<file path="config.mk">
export PLATFORM = sky130hd
export DESIGN_NAME = imem_loader
export DESIGN_NICKNAME = d
export VERILOG_FILES = /design/src/rtl/imem_loader.sv
export SDC_FILE = /design/constraint.sdc
export NUM_CORES = 1
export LEC_CHECK = 0
export ABC_CLOCK_PERIOD_IN_PS = 2300
export CAP_MARGIN = 30
export CORE_MARGIN = 4
export CORE_UTILIZATION = 54
export DETAILED_ROUTE_END_ITERATION = 12
export GPL_TIMING_DRIVEN = 0
export PLACE_DENSITY = 0.89
export SYNTH_ARGS = -nofsm -noshare
export SYNTH_HDL_FRONTEND = slang
export SYNTH_SLANG_ARGS = --single-unit
export TNS_END_PERCENT = 10
</file>
<file path="constraint.sdc">
create_clock -name clk -period 2.3 [get_ports clk]
set_clock_uncertainty 0.1 [all_clocks]
set_input_delay 0.46 -clock clk [delete_from_list [all_inputs] [get_ports clk]]
set_output_delay 0.46 -clock clk [all_outputs]
set_load 0.05 [all_outputs]
</file>
<file path="src/rtl/imem_loader.sv">
// imem_loader: bit-serial program loader for the instruction buffer.
// Assembles buffer lines MSB-first from a valid/ready serial stream.
// Each line goes out as a single-cycle write at auto-incrementing addresses.
// The PAT core is held in reset for the whole load.
module imem_loader #(
   parameter int i_adr_width   = 10,
   parameter int i_width       = 23,
   parameter int i_buffer_size = 2
) (
   input  logic                                 clk,
   input  logic                                 reset,
   input  logic                                 start,
   input  logic [i_adr_width-1:0]               base_adr,
   input  logic [i_adr_width-1:0]               word_count,
   input  logic                                 ser_valid,
   input  logic                                 ser_data,
   output logic                                 ser_ready,
   output logic [i_adr_width-1:0]               imem_write_adr,
   output logic                                 imem_write,
   output logic [i_buffer_size*i_width-1:0]     imem_in,
   output logic                                 busy,
   output logic                                 done,
   output logic                                 pat_hold,
   output logic                                 err
);

   localparam int LW  = i_buffer_size * i_width;
   localparam int BCW = $clog2(LW);

   localparam logic [BCW-1:0]         LAST_BIT = BCW'(LW - 1);
   localparam logic [i_adr_width-1:0] ONE_LINE = i_adr_width'(1);

   typedef enum logic [1:0] {
      S_IDLE,
      S_SHIFT,
      S_WRITE,
      S_DONE
   } state_t;

   state_t                  state_q, state_d;
   logic [LW-1:0]           shreg_q;
   logic [BCW-1:0]          bitcnt_q;
   logic [i_adr_width-1:0]  remaining_q;
   logic [i_adr_width-1:0]  adr_q;
   logic                    err_q;

   // Registered write port: data, address and strobe travel together
   logic [LW-1:0]           line_p1;
   logic [i_adr_width-1:0]  adr_p1;
   logic                    vld_p1;

   logic                    load;
   logic                    accept;
   logic                    last_bit;
   logic                    last_line;
   logic [LW-1:0]           shreg_next;

   assign load       = (state_q == S_IDLE) && start && (word_count != '0);
   assign accept     = (state_q == S_SHIFT) && ser_valid;
   assign last_bit   = accept && (bitcnt_q == LAST_BIT);
   assign last_line  = (remaining_q == ONE_LINE);
   assign shreg_next = {shreg_q[LW-2:0], ser_data};

   // Next-state decode; start outside IDLE is deliberately ignored
   always_comb begin
      state_d = state_q;
      case (state_q)
         S_IDLE: begin
            if (start) begin
               state_d = (word_count == '0) ? S_DONE : S_SHIFT;
            end
         end
         S_SHIFT: begin
            if (last_bit) begin
               state_d = S_WRITE;
            end
         end
         S_WRITE: begin
            state_d = last_line ? S_DONE : S_SHIFT;
         end
         S_DONE: begin
            state_d = S_IDLE;
         end
         default: begin
            state_d = S_IDLE;
         end
      endcase
   end

   // State register; reset abandons any load in progress
   always_ff @(posedge clk or negedge reset) begin
      if (!reset) begin
         state_q <= S_IDLE;
      end else begin
         state_q <= state_d;
      end
   end

   // Line assembly: shift register and bit counter
   always_ff @(posedge clk or negedge reset) begin
      if (!reset) begin
         shreg_q  <= '0;
         bitcnt_q <= '0;
      end else if (load) begin
         bitcnt_q <= '0;
      end else if (accept) begin
         shreg_q  <= shreg_next;
         bitcnt_q <= last_bit ? '0 : bitcnt_q + 1'b1;
      end
   end

   // Address and remaining-line bookkeeping; address wraps modulo 2^i_adr_width
   always_ff @(posedge clk or negedge reset) begin
      if (!reset) begin
         adr_q       <= '0;
         remaining_q <= '0;
      end else if (load) begin
         adr_q       <= base_adr;
         remaining_q <= word_count;
      end else if ((state_q == S_WRITE) && !last_line) begin
         adr_q       <= adr_q + 1'b1;
         remaining_q <= remaining_q - 1'b1;
      end
   end

   // ---- stage p1: write port, loaded as the final bit of a line arrives ----
   // Data and address hold their last written values between writes
   always_ff @(posedge clk or negedge reset) begin
      if (!reset) begin
         vld_p1  <= 1'b0;
         line_p1 <= '0;
         adr_p1  <= '0;
      end else begin
         vld_p1 <= last_bit;
         if (last_bit) begin
            line_p1 <= shreg_next;
            adr_p1  <= adr_q;
         end
      end
   end

   // Sticky error: a bit offered during the write cycle is dropped and flagged
   always_ff @(posedge clk or negedge reset) begin
      if (!reset) begin
         err_q <= 1'b0;
      end else if (load) begin
         err_q <= 1'b0;
      end else if ((state_q == S_WRITE) && ser_valid) begin
         err_q <= 1'b1;
      end
   end

   assign ser_ready      = (state_q == S_SHIFT);
   assign busy           = (state_q == S_SHIFT) || (state_q == S_WRITE);
   assign pat_hold       = busy;
   assign done           = (state_q == S_DONE);
   assign imem_write     = vld_p1;
   assign imem_in        = line_p1;
   assign imem_write_adr = adr_p1;
   assign err            = err_q;

endmodule

</file>
==> summary.md, run 1 <==
| Metric | Value |
|---|---|
| Slew @ Worst Pin | `0.941 ns` |
| RePlAce Congestion | `between 0.8 and 0.9` |
| Largest area contributor in the netlist | `dfrtp_1` |
| Status | `complete, no violations` |
| Main area contributors after synthesis | `dfrtp_1 58%, mux2_2 19%, ha_1 2.2%` |
| Worst EP required | `between 1.5 and 2 ns` |
| Fmax | `between 400 and 500 MHz` |
| Starting density of the core | `0.563` |
| Worst setup SP type | `flop` |
| # IOs | `87` |
| TritonCTS Buffers | `17` |
| Seq/Total Area, Yosys | `0.585` |
| Drt total wl | `between 10 and 15 mm` |
| Commonest non-fill, non-tap cell in the layout | `dfrtp_1` |
| Wirelength per Cell | `between 15 and 20 microns` |
| First-pass GRT wire length | `19.7 mm` |
| Nets | `roughly 560` |
| Worst-Skew Late Latency | `0.52 ns` |
| # DRC | `0` |
| DRT iter0 DRCs | `between 100 and 150` |
| Buf/Inv on CP | `1` |
| Post-synth EDFFs | `0` |
| Critical Path AT | `about 1.7 ns` |
| Detailed-placement wirelength estimate | `just over 8 mm` |
| Final Max Slew Viols | `0` |
| Critical Path Max Stage Delay | `~0.82 ns` |
| Final Cycle Share | `0.985` |
| Synth Area per Inst | `between 10 and 15 sq um` |
| Die area | `between 10000 and 15000 sq um` |
| Final setup TNS | `0 ns` |
| Filler cell count in the final layout | `around 650` |
| Ant. Diodes | `0` |
| 1st-pass router iterations | `4` |
| Post-Syn Area | `between 5000 and 6000 sq um` |
| CP max FO | `2` |
| Area Growth Syn to Fin | `30.2%` |
| RSZ-0062 raised after global routing | `true` |
| Post-synth top area share | `0.585` |
| Cells after Synth | `415` |
| Die Y | `between 100 and 150 microns` |
| Via density | `roughly 5.6` |
| Main flop type after synthesis | `dfrtp_1` |
| CTS Buffer Depth | `2` |
| Fraction of layout cells with a size suffix above 1 | `0.310` |
| Postcts setup bufs | `0` |
| Clock root buffer | `clkbuf_8` |
| Most frequent cells in the layout | `131 x dfrtp_1, 97 x mux2_2, 66 x clkdlybuf4s50_1, 23 x nor2_1, 19 x nand2_1` |
| Max cap viols | `0` |
| Final Setup Violations | `0` |
| Largest net degree at the start of global routing | `between 70 and 80` |
| Relative slew slack | `0.367` |
| H-Tree Depth | `4` |
| TritonCTS clock tree | `yes` |
| Via count | `3755` |
| Top delay family on crit path | `buffers and inverters` |
| CP max stage cell | `clkdlybuf4s50_1` |
| YS warnings | `0` |
| Clock-pin slew on the worst setup and hold paths | `around 0.06 ns` |
| Overall routing resource usage | `0.214` |
| Asr flop ratio synth | `1.00` |
| Die W | `roughly 110 microns` |
| Worst VDD drop | `0.000910 V` |
| Syn Nets | `450` |
| Yosys reg bits | `about 130` |
| Min-Delay Path Class | `in2async` |
| Initial antenna violation count | `0` |
| Vias in the first global route | `3971` |
| Final min period | `about 2.3 ns` |
| Cell chain of the critical path | `clkdlybuf4s50_1` |
| Port bufs | `between 80 and 90` |
| Clk sinks | `between 100 and 150` |
| Critical Path Sink Type | `primary output` |
| Core Footprint | `around 10000 sq um` |
| Post-route ant nets | `0` |
| Row Count | `36` |
| Hold Vio Cnt, Final | `0` |
| Type of the worst setup path | `reg2out` |
| Remaining global-route overflow | `0` |
| Pwr Density | `between 900 and 1000 nW/um^2` |
| Critical path depth in cells | `1` |
| Cells on worst reg2reg path | `7` |
| Placed inst area | `roughly 6700 sq um` |
| Post-route cell area | `roughly 7300 sq um` |
| Leak | `between 0.003 and 0.004 uW` |
| Yosys cell types | `49` |
-- kinds of logic (layout without fill, tap and decap cells) --
kind of cell,count (synthesis),count (layout),synth area share
flip-flops,131,131,0.585
multiplexers,107,107,0.214
AND/OR/NAND/NOR,82,82,0.0805
AO/OA/AOI/OAI,53,53,0.0652
buffers and inverters,26,144,0.0243
adder cells (fa/ha/maj),10,10,0.0223
XOR/XNOR,6,6,0.00937
-- per-layer routing --
metal | share of wire | vias up | track usage
li1 | - | 1721 | -
met1 | 0.43 | 1901 | 0.277
met2 | 0.51 | 110 | 0.347
met4 | 0.017 | 0 | 0.0846
met5 | 0 | - | 0
met3 | 0.045 | 23 | 0.0511
-- power breakdown --
part	internal, uW	leakage, uW	switching (uW)
Clock	1600	0.000274	983
Sequential	2610	0.00176	303
Combinational	722	0.00164	1050
Total	4930	0.00367	2330
-- flip-flops by register name, summed over array words and instances (netlist names), 2 cells and up --
| name | count |
|---|---|
| imem_write_adr | 10 |
| remaining_q | 10 |
| adr_q | 10 |
| imem_in | 46 |
| bitcnt_q | 6 |
| state_q | 2 |
| shreg_q | 45 |
-- cells in the mapped netlist, drive strengths merged, types with 6 or more instances --
cell type and instances:
a21oi 16, a31oi 9, buf 14, dfrtp 131, ha 10, inv 7
mux2 102, nand2 19, nor2 24, nor4 6, o21ai 9, o31ai 6
-- final timing paths --
kind                             from        endpoint  slack [ns]
min in group clk                  err             err        0.40
max in group asynchronous       reset      shreg_q[3]        0.98
hold / removal                  reset        adr_q[5]        0.38
setup reg to reg           state_q[0]  remaining_q[5]        0.08
setup / recovery           imem_in[7]      imem_in[7]        0.03
hold reg to reg                   err             err        0.40
-- cell type report --
class | count | area [sq um] | area share
Sequential cell | 131 | 3280 | 0.449
Multi-Input combinational cell | 258 | 2210 | 0.303
Timing Repair Buffer | 88 | 920 | 0.126
Clock buffer | 20 | 445 | 0.0610
Tap cell | 133 | 166 | 0.0228
Clock inverter | 11 | 128 | 0.0175
Buffer | 18 | 125 | 0.0171
Inverter | 7 | 26.3 | 0.00360
-- repair_timing --
action / in CTS / in global routing
hold buffers: 1 / 0
gates resized for setup: 17 / 25
endpoints found under the setup margin: 34 / 64
endpoints found under the hold margin: 53 / 0
-- metrics by stage --
stage | setup WS [ns] | hold slack, ns | power [uW] | cells | util
2_1_floorplan | 0.164 | 0.0644 | 4200 | 415 | -
3_3_place_gp | -4.25 | 0.364 | 4620 | 634 | 0.667
3_5_place_dp | -0.414 | 0.355 | 4730 | 635 | 0.670
4_1_cts | 0.000183 | 0.376 | 7310 | 667 | 0.728
5_1_grt | -0.0263 | 0.412 | 7660 | 666 | 0.734
6_report | 0.0339 | 0.375 | 7270 | 666 | 0.734
(Power assumes the default switching activity.)
==> run 2, diff against run 1 <==
--- a/config.mk
+++ b/config.mk
@@ -5,13 +5,13 @@
 export SDC_FILE = /design/constraint.sdc
 export NUM_CORES = 1
 export LEC_CHECK = 0
-export ABC_CLOCK_PERIOD_IN_PS = 2300
+export ABC_CLOCK_PERIOD_IN_PS = 2000
 export CAP_MARGIN = 30
 export CORE_MARGIN = 4
-export CORE_UTILIZATION = 54
+export CORE_UTILIZATION = 48
 export DETAILED_ROUTE_END_ITERATION = 12
 export GPL_TIMING_DRIVEN = 0
-export PLACE_DENSITY = 0.89
+export PLACE_DENSITY = 0.84
 export SYNTH_ARGS = -nofsm -noshare
 export SYNTH_HDL_FRONTEND = slang
 export SYNTH_SLANG_ARGS = --single-unit
==> constraint.sdc (replaced) <==
create_clock -name clk -period 2 [get_ports clk]
set_clock_uncertainty 0.1 [all_clocks]
set_input_delay 0.4 -clock clk [delete_from_list [all_inputs] [get_ports clk]]
set_output_delay 0.4 -clock clk [all_outputs]
set_load 0.05 [all_outputs]
==> run 2 against run 1 <==
Compared with the run above:
- the run now ends with setup timing left
- die area rose by 12%
- final area rose by 4.5%
- utilization fell by 6.5 points
- largest power group unchanged
- non-clock buffer count rose by 19
- flip-flop and latch count did not move
- count of clock-buffer cells in the layout fell by 2
- sequential power rose by 16%
- first-iteration DRC count rose by 65%
- critical path depth rose by 6
- worst hold slack got worse by 0.12 ns
==> summary.md, run 2 (synthesized netlist as in run 1, its figures left out) <==
| Metric | Value |
|---|---|
| Final Cycle Share | `1.02` |
| Vias in the first global route | `roughly 4000` |
| CTS Buffer Depth | `2` |
| Row Count | `39` |
| Fmax | `roughly 490 MHz` |
| # IOs | `just under 90` |
| Leak | `~0.004 uW` |
| Critical Path AT | `2.23 ns` |
| Min-Delay Path Class | `in2reg` |
| CP max FO | `4` |
| Area Growth Syn to Fin | `36.1%` |
| Via density | `5.50` |
| Detailed-placement wirelength estimate | `8.04 mm` |
| Port bufs | `between 80 and 90` |
| RePlAce Congestion | `around 0.88` |
| Nets | `575` |
| RSZ-0062 raised after global routing | `true` |
| 1st-pass router iterations | `4` |
| First-pass GRT wire length | `19.7 mm` |
| Sequential Area | `~3300 sq um` |
| Clock root buffer | `clkbuf_16` |
| Ant. Diodes | `0` |
| Fraction of layout cells with a size suffix above 1 | `0.365` |
| Max cap viols | `0` |
| Fin cells | `696` |
| Drt total wl | `12.1 mm` |
| Clk sinks | `approximately 130` |
| Type of the worst setup path | `reg2reg` |
| Worst setup SP type | `flop` |
| Filler cell count in the final layout | `about 800` |
| Worst EP required | `between 2 and 2.5 ns` |
| Final min period | `roughly 2 ns` |
| Post-placement cell count | `645` |
| DRT iter0 DRCs | `roughly 190` |
| Remaining global-route overflow | `0` |
| Multi-input gate area | `approximately 2300 sq um` |
| Overall routing resource usage | `0.187` |
| Hold Vio Cnt, Final | `0` |
| Initial antenna violation count | `0` |
| TritonCTS Buffers | `17` |
| # DRC | `0` |
| Largest net degree at the start of global routing | `86` |
| Final Max Slew Viols | `0` |
| Worst-Skew Late Latency | `0.41 ns` |
| Worst VDD drop | `approximately 0.0011 V` |
| Post-route core utilization | `0.668` |
| Wirelength per Cell | `approximately 17 microns` |
| Max reg flops | `46` |
| Total power | `just under 9000 uW` |
| H-Tree Depth | `4` |
| Final Setup Violations | `4` |
| Slew @ Worst Pin | `~0.61 ns` |
| Core Footprint | `about 11000 sq um` |
| Starting density of the core | `0.491` |
| TritonCTS clock tree | `yes` |
| Via count | `approximately 3800` |
| Min setup slack post-route | `-0.0392 ns` |
| Fin Hold WS | `roughly 0.26 ns` |
| Post-route ant nets | `0` |
| Clock-pin slew on the worst setup and hold paths | `roughly 0.060 ns` |
| Violated checks | `setup timing` |
| Pwr Density | `approximately 1100 nW/um^2` |
| Commonest non-fill, non-tap cell in the layout | `dfrtp_1` |
| Most frequent cells in the layout | `131 x dfrtp_1, 97 x mux2_2, 60 x dlygate4sd2_1, 23 x nor2_1, 21 x clkbuf_16` |
| Relative slew slack | `0.592` |
| Die W | `roughly 120 microns` |
| Status | `complete, but fails checks` |
| Die Y | `116 microns` |
| Critical Path Sink Type | `flop` |
| Die area | `13500 sq um` |
==> run 2: per-stage QoR <==
step | cell area, sq um | setup WS [ns] | TNS [ns]
finish | 7630 | -0.0392 | -0.0640
global route | 7630 | -0.0992 | -0.802
CTS | 7430 | -0.0598 | -1.66
detailed placement | 6700 | -0.697 | -53.22
global placement | 6670 | -4.44 | -632.14
floorplan | 5630 | -0.0100 | -0.0100
==> run 2: layout make-up <==
cell class              count  area share
plain buffers              18      0.0257
clock inverters            14      0.0184
multi-input cells         258       0.306
well taps                 143      0.0234
inverters                   7     0.00344
flip-flops and latches    131       0.430
clock buffers              18      0.0562
repair buffers            107       0.138
==> run 2: worst paths after layout <==
path | from | end | slack, ns | depth (start not counted)
min | word_count[6] | remaining_q[6] | 0.26 | 3
max | remaining_q[1] | adr_q[0] | -0.04 | 7
min reg2reg | imem_in[34] | imem_in[34] | 0.40 | 1
max in group asynchronous | reset | shreg_q[41] | 0.65 | 3
max reg2reg | remaining_q[1] | adr_q[0] | -0.04 | 7
min in group asynchronous | reset | imem_in[14] | 0.40 | 2
==> run 2: layer usage <==
layer | GRT usage | share of wire | wire, microns
met1 | 0.232 | 0.41 | 5020
met2 | 0.307 | 0.52 | 6350
met3 | 0.0528 | 0.045 | 551
met4 | 0.0835 | 0.015 | 186
met5 | 0 | 0 | 0
==> run 2: timing repair <==
action                                  in CTS  in global routing
cloned                                       0                  4
endpoints found under the setup margin     184                118
resized for setup                          113                 29
setup buffers                               13                  2
hold buffers                                 1                  0
pin swaps                                    8                  8
hold endpoints to repair                    46                  0
==> run 2: power by group <==
group / switching, uW / leakage, uW / total (uW) / internal, uW
clock: 1130 / 0.000279 / 2950 / 1820
sequential: 387 / 0.00176 / 3390 / 3010
combinational: 1310 / 0.00188 / 2380 / 1070
==> run 2: worst max-delay path, cell delays in order, from the launching register on <==
cell and delay (ns):
dfrtp_1 0.39, inv_2 0.10, ha_4 0.15, or3b_4 0.44, o31ai_4 0.33, buf_4 0.18
xor2_1 0.16, o21ai_1 0.07
